File: config.mk
export PLATFORM = sky130hd
export DESIGN_NAME = generic_bus_arbiter
export DESIGN_NICKNAME = d
export VERILOG_FILES = /design/src/rtl/generic_bus_arbiter.sv
export SDC_FILE = /design/constraint.sdc
export NUM_CORES = 1
export LEC_CHECK = 0
export CAP_MARGIN = 20
export CORE_AREA = 2 2 123 125
export CTS_BUF_LIST = sky130_fd_sc_hd__clkbuf_8
export DETAILED_ROUTE_END_ITERATION = 10
export DIE_AREA = 0 0 125 127
export MAX_ROUTING_LAYER = met4
export PLACE_DENSITY = 0.58
export SYNTH_ARGS = -nofsm -noshare
export SYNTH_HDL_FRONTEND = slang
export SYNTH_SLANG_ARGS = --single-unit
File: constraint.sdc
create_clock -name CLK -period 1.8 [get_ports CLK]
set_clock_uncertainty 0.1 [all_clocks]
set_input_delay 0.36 -clock CLK [delete_from_list [all_inputs] [get_ports CLK]]
set_output_delay 0.36 -clock CLK [all_outputs]
set_load 0.02 [all_outputs]
File: src/rtl/generic_bus_arbiter.sv
// -----------------------------------------------------------------------------
// generic_bus_arbiter
//
// Shares one memory bus between an instruction requester (i_*) and a data
// requester (d_*). Data requests win by default. An instruction request
// that is being held off is counted in starve_q, and once STARVE_LIMIT data
// grants have gone by, the instruction request gets the next grant. After
// every grant the arbiter spends one IDLE cycle before it grants again.
//
// Ports
//   CLK, nRST                  clock, asynchronous active-low reset
//   i_addr/ren/wen/wdata/byte_en   instruction request (in)
//   i_rdata/busy/error             instruction response (out)
//   d_addr/ren/wen/wdata/byte_en   data request (in)
//   d_rdata/busy/error             data response (out)
//   m_addr/ren/wen/wdata/byte_en   shared memory request (out)
//   m_rdata/busy/error             shared memory response (in)
// -----------------------------------------------------------------------------
module generic_bus_arbiter #(
    parameter int ADDR_W       = 32,
    parameter int STARVE_LIMIT = 4
) (
    input  logic              CLK,
    input  logic              nRST,
    // instruction requester
    input  logic [ADDR_W-1:0] i_addr,
    input  logic              i_ren,
    input  logic              i_wen,
    input  logic [31:0]       i_wdata,
    input  logic [3:0]        i_byte_en,
    output logic [31:0]       i_rdata,
    output logic              i_busy,
    output logic              i_error,
    // data requester
    input  logic [ADDR_W-1:0] d_addr,
    input  logic              d_ren,
    input  logic              d_wen,
    input  logic [31:0]       d_wdata,
    input  logic [3:0]        d_byte_en,
    output logic [31:0]       d_rdata,
    output logic              d_busy,
    output logic              d_error,
    // shared memory bus
    output logic [ADDR_W-1:0] m_addr,
    output logic              m_ren,
    output logic              m_wen,
    output logic [31:0]       m_wdata,
    output logic [3:0]        m_byte_en,
    input  logic [31:0]       m_rdata,
    input  logic              m_busy,
    input  logic              m_error
);

    typedef enum logic [1:0] {
        IDLE    = 2'd0,
        GRANT_I = 2'd1,
        GRANT_D = 2'd2
    } state_t;

    localparam logic [7:0] LIMIT_C = 8'(STARVE_LIMIT);

    state_t     state_q, state_d;
    logic [7:0] starve_q, starve_d;

    logic i_req;
    logic d_req;

    assign i_req = i_ren | i_wen;
    assign d_req = d_ren | d_wen;

    // State and starvation counter. Because reset is asynchronous and every
    // output is decoded from state_q, asserting nRST drops the bus at once.
    always_ff @(posedge CLK or negedge nRST) begin
        if (!nRST) begin
            state_q  <= IDLE;
            starve_q <= 8'd0;
        end else begin
            state_q  <= state_d;
            starve_q <= starve_d;
        end
    end

    // Next-state and starvation bookkeeping
    always_comb begin
        state_d  = state_q;
        starve_d = starve_q;
        case (state_q)
            IDLE: begin
                if (d_req && (!i_req || (starve_q < LIMIT_C))) begin
                    state_d = GRANT_D;
                    // Count only the data grants that make i wait.
                    if (i_req && (starve_q < LIMIT_C)) begin
                        starve_d = starve_q + 8'd1;
                    end
                end else if (i_req) begin
                    state_d  = GRANT_I;
                    starve_d = 8'd0;
                end
            end
            GRANT_I: begin
                if (!i_req || !m_busy) begin
                    state_d = IDLE;
                end
            end
            GRANT_D: begin
                if (!d_req || !m_busy) begin
                    state_d = IDLE;
                end
            end
            default: state_d = IDLE;
        endcase
    end

    // Bus multiplexing. The granted requester's fields pass straight through,
    // ren and wen included, so a ren+wen request reaches memory unchanged.
    // If the granted requester drops its request, its busy stays high so it
    // never sees a completion for the abandoned transfer.
    always_comb begin
        m_addr    = '0;
        m_ren     = 1'b0;
        m_wen     = 1'b0;
        m_wdata   = 32'd0;
        m_byte_en = 4'd0;
        i_rdata   = 32'd0;
        i_busy    = 1'b1;
        i_error   = 1'b0;
        d_rdata   = 32'd0;
        d_busy    = 1'b1;
        d_error   = 1'b0;
        case (state_q)
            GRANT_I: begin
                m_addr    = i_addr;
                m_ren     = i_ren;
                m_wen     = i_wen;
                m_wdata   = i_wdata;
                m_byte_en = i_byte_en;
                i_rdata   = m_rdata;
                i_error   = m_error;
                i_busy    = i_req ? m_busy : 1'b1;
            end
            GRANT_D: begin
                m_addr    = d_addr;
                m_ren     = d_ren;
                m_wen     = d_wen;
                m_wdata   = d_wdata;
                m_byte_en = d_byte_en;
                d_rdata   = m_rdata;
                d_error   = m_error;
                d_busy    = d_req ? m_busy : 1'b1;
            end
            default: ;
        endcase
    end

endmodule

* After elaboration in Yosys (flattened, before gate mapping)
Index checks and enable logic that the tools add are counted.
** Operators by class
- Add/subtract/negate cells :: 1
- $lt $le $gt $ge :: 1
- Equality and inequality tests :: 6
- Mux-type cells :: 21
- Bitwise logic cells :: 2
- Reductions and logical operators :: 12
** Operators with widths (number)
- $pmux W32 S2 :: 2
- $mux W32 :: 2
- $mux W8 :: 3
- $add A8 B1 Y8 const B :: 1
- $lt A8 B3 Y1 const B :: 1
- $mux W2 :: 4
- $pmux W4 S2 :: 1
- $mux W1 :: 6
- $pmux W2 S3 :: 1
- $reduce_and A3 Y1 :: 2
- $ne A2 B2 Y1 const B :: 2
- $pmux W1 S2 :: 2
- $logic_not A1 Y1 :: 3
- $logic_or A1 B1 Y1 :: 3
- $ne A3 B3 Y1 const B :: 1
- $eq A2 B1 Y1 const B :: 1
- $eq A2 B2 Y1 const B :: 1
- $logic_and A1 B1 Y1 :: 2
- $logic_not A2 Y1 :: 1
- $ne A2 B1 Y1 const B :: 1
- $or A1 B1 Y1 :: 2
- $reduce_bool A2 Y1 :: 1
** Storage, ports and cells
- Flip-flop bits (word level) :: 10
- Input bits :: 176
- Logic and storage cells :: 45

* Depth between registers and ports, before layout
- Depth after elaboration :: 6
- Mapped depth :: 7
- Gate-level depth less buffers :: 6

* Worst setup path before layout
No wires, ideal clock.
- Kind :: register -> output
- Start :: reg state_q[0]
- End :: out m_wdata[10]
- Data arrival time :: 1.635 ns
- Data required time :: 1.340 ns
- Slack :: -0.295 ns
- Cell stages (with the launch flop) :: 8
- Path buffers :: 3
- Cells stage by stage :: dfrtp_1 inv_1 ha_1 clkbuf_1 buf_2 clkbuf_1 a22oi_1 nor2b_1
** On the way
- Longest elaborated chain between the ends :: 2
- Elaborated cells on any way between the ends :: 3
** RTL lines
- from (decl) :: line 62 : state_t state_q, state_d;
- from (signal assigned) :: line 78 : state_q <= state_d;
- $eq A2 B2 Y1 / $eq A2 B1 Y1 (equally long branches) :: line 130 : case (state_q)
- $pmux W32 S2 * :: line 130
- to (decl) :: line 47 : output logic [31:0] m_wdata,
Mark *: on every way between the ends. The rest lies on a longest branch, timed or not.

* Worst setup path after layout
- Start :: reg state_q[0]
- End :: out m_addr[24]
** On the way
- Longest elaborated chain between the ends :: 2
- Elaborated cells on any way between the ends :: 3
** RTL lines
- $eq A2 B2 Y1 / $eq A2 B1 Y1 (equally long branches) :: line 130
- $pmux W32 S2 * :: line 130
- to (decl) :: line 44 : output logic [ADDR_W-1:0] m_addr,
Marked as above.

==> results.toml <==
[yosys]
synth_top_cell_by_area = "a22oi_1"
ys_seq_area_share_pct = 12.0
synth_compound_area_share_pct = 29.9
ys_warn_count = 0
synth-simple-area-share_pct = 47.5
syn-instance-count = 295
synth_xor_area_share_pct = 1.26
synth_edf_count = 0
synth_top_family_by_area = "simple AND/OR/NAND/NOR gates"
syn_nets = 475
syn_avg_cell_area_um2 = 7.08
synth_cell_types = 29
synth_seq_cells = 10
synthAdderAreaFrac_pct = 2.40
synthesis.area_um2 = 2090
synth.area.top_cells = "a22oi_1 25%, nor2b_1 21%, and2_1 20%"
ys_async_sr_fraction_pct = 100
muxShareOfSynthArea_pct = 0.479
synth_top_area_share_pct = 25.1
synth_ff_type = "dfrtp_1"

[finish]
final_common_cell = "clkdlybuf4s50_1"
area_delta_synth_final_pct = 223
layout_common_cells = "175 x clkdlybuf4s50_1, 72 x buf_6, 70 x a22oi_2, 61 x nor2b_2, 57 x and2_1"
final_area_um2 = 6750
nets = 808
fill_cells = 1374
final_core_util_pct = 46.8
antennaDiodeCount = 0
drive_gt1_share_pct = 55.2

[global_route]
track_usage_pct = 16.9
grt_pass1_wl_um = 21200
antenna_found_initial = 0
grt_max_degree = 36
grt_pass1_vias = 3621
grt-ovfl-total = 0

[route]
vias_per_cell = 4.34
wirelength_um = 15000
num_vias = 3516
dr.pass1.iters = 4
drt_iter0_markers = 92
ant_nets = 0
drt-wirelength-per-cell_um = 18.5
drc = 0

[sta]
tns_ns = -32.69
finalHoldViolCount = 0
tightest_slew_ns = 0.440
layout_setup_ws_ns = -0.303
max_freq_mhz = 476
post-route-period-util_pct = 117
final_max_slew_viol_count = 0
rsz0062_at_grt = "yes"
setup_viol = 140
max-slew-margin-rel_pct = 70.6
fin_crit_ns = 2.10

[pwr]
p_total_mw = 11.1
ir_drop_uv = 653
power_density_nw_per_um2 = 1640
power_leakage_nw = 2.64

[worst_setup_path]
worst_setup_path_start_kind = "flip-flop"
critPathCaptureType = "output pin"
cp.arrival_ns = 1.64
cp.required_ns = 1.34
crit_type = "flip-flop to output pin"
crit_buf_inv = 4
critPathMaxStageDelay_ns = 0.40
cp_slowest_cell = "dfrtp_1"
crit_family = "buffers and inverters"
cp_max_fo = 12
path_cells = "inv_2 -> ha_4 -> buf_12 -> buf_16 -> a22oi_2 -> nor2b_2 -> buf_4"

[cts]
insertion_delay_ns = 0.24
path_clk_slew_ns = 0.05
holdBufCountCts = 0
h-tree-depth = 1
cts_buffer_depth = 2
clock-root-buffer = "clkbuf_8"
cts_buffers = 3
cts_tree = "done"
clock_sinks = 10

[job]
max-cap-violations = 0

[floorplanning]
rows = 44
dieHeight_um = 127
io_pins = 314
start_util_pct = 14.5
die_w_um = 125
core_area_um2 = 14400
die-area_um2 = 15900

[placed_design]
post_dp_cell_area_um2 = 5770
dp_slack_ns = -0.478
dp_hpwl_um = 10500
port_buffers = 313
globalplace.congestion = 0.885

[outcome]
violations = "negative setup slack"
outcome = "finished with violations"

[min_path]
hold_path_class = "input port to async pin"
cells in the mapped netlist (3+ instances only):
master,n
nor2_1,10
ha_1,4
clkbuf_1,24
and2_1,66
inv_1,3
buf_2,7
dfrtp_1,10
nor2b_1,70
nand2_1,6
a22oi_1,70
and4_1,3
repair_timing:
item                       CTS  global route
pin swaps                    8            14
setup endpoints to repair  140           140
gates resized for setup    653           141
cloned                       7             8
buffers inserted             6             6
logic make-up (layout without fill, tap and decap cells):
kind of cell,Yosys count,count (layout)
fa+ha+maj,4,4
compound gates,80,80
xor+xnor,3,3
mux,1,1
flops,10,10
buf+inv,34,366
simple gates,163,163
worst paths after layout:
path / slack (ns) / cells after the start / endpoint / from
min in group CLK: 0.40 / 2 / starve_q[1] / starve_q[1]
hold / removal: 0.33 / 1 / starve_q[2] / nRST
setup / recovery: -0.30 / 7 / m_addr[24] / state_q[0]
hold reg to reg: 0.40 / 2 / starve_q[1] / starve_q[1]
setup reg to reg: -0.14 / 7 / state_q[0] / state_q[0]
max in group asynchronous: 0.96 / 1 / starve_q[7] / nRST
worst register-to-register path, delay by kind of cell (launching register included):
kind / cells / cell delay, ns
buffers and inverters: 3 / 0.47
adder cells (fa/ha/maj): 1 / 0.22
AO/OA/AOI/OAI: 3 / 0.69
flip-flops: 1 / 0.40
state kept, by name, indices dropped and copies added, names as in the netlist:
signal and cells:
starve_q 8, state_q 2
through the flow:
step           hold slack, ns  instances
3_5_place_dp            0.393        783
6_report                0.335        811
3_3_place_gp            0.376        783
4_1_cts                 0.349        800
2_1_floorplan         -0.0356        295
5_1_grt                 0.372        811
layer usage:
layer / up-vias / track usage (%) / wire [um]
met5: - / - / 0
met3: 12 / 2.72 / 791
li1: 1702 / - / -
met1: 1659 / 19.3 / 5740
met4: 0 / 1.70 / 123
met2: 143 / 32.2 / 8390
area by class of cell:
class | instances | area [um2] | area share (%)
Tap cell | 184 | 230 | 3.41
Inverter | 3 | 11.3 | 0.167
Clock buffer | 4 | 55.1 | 0.816
Sequential cell | 10 | 250 | 3.71
Multi-Input combinational cell | 251 | 2330 | 34.6
Timing Repair Buffer | 359 | 3870 | 57.3
report_power, final:
| group | switching (mW) | internal [mW] | total [mW] |
|---|---|---|---|
| clock | 0.0868 | 0.192 | 0.279 |
| combinational | 4.80 | 5.67 | 10.5 |
| sequential | 0.0488 | 0.281 | 0.330 |
| total | 4.94 | 6.15 | 11.1 |
No activity file was read; power rests on OpenSTA's default activity.
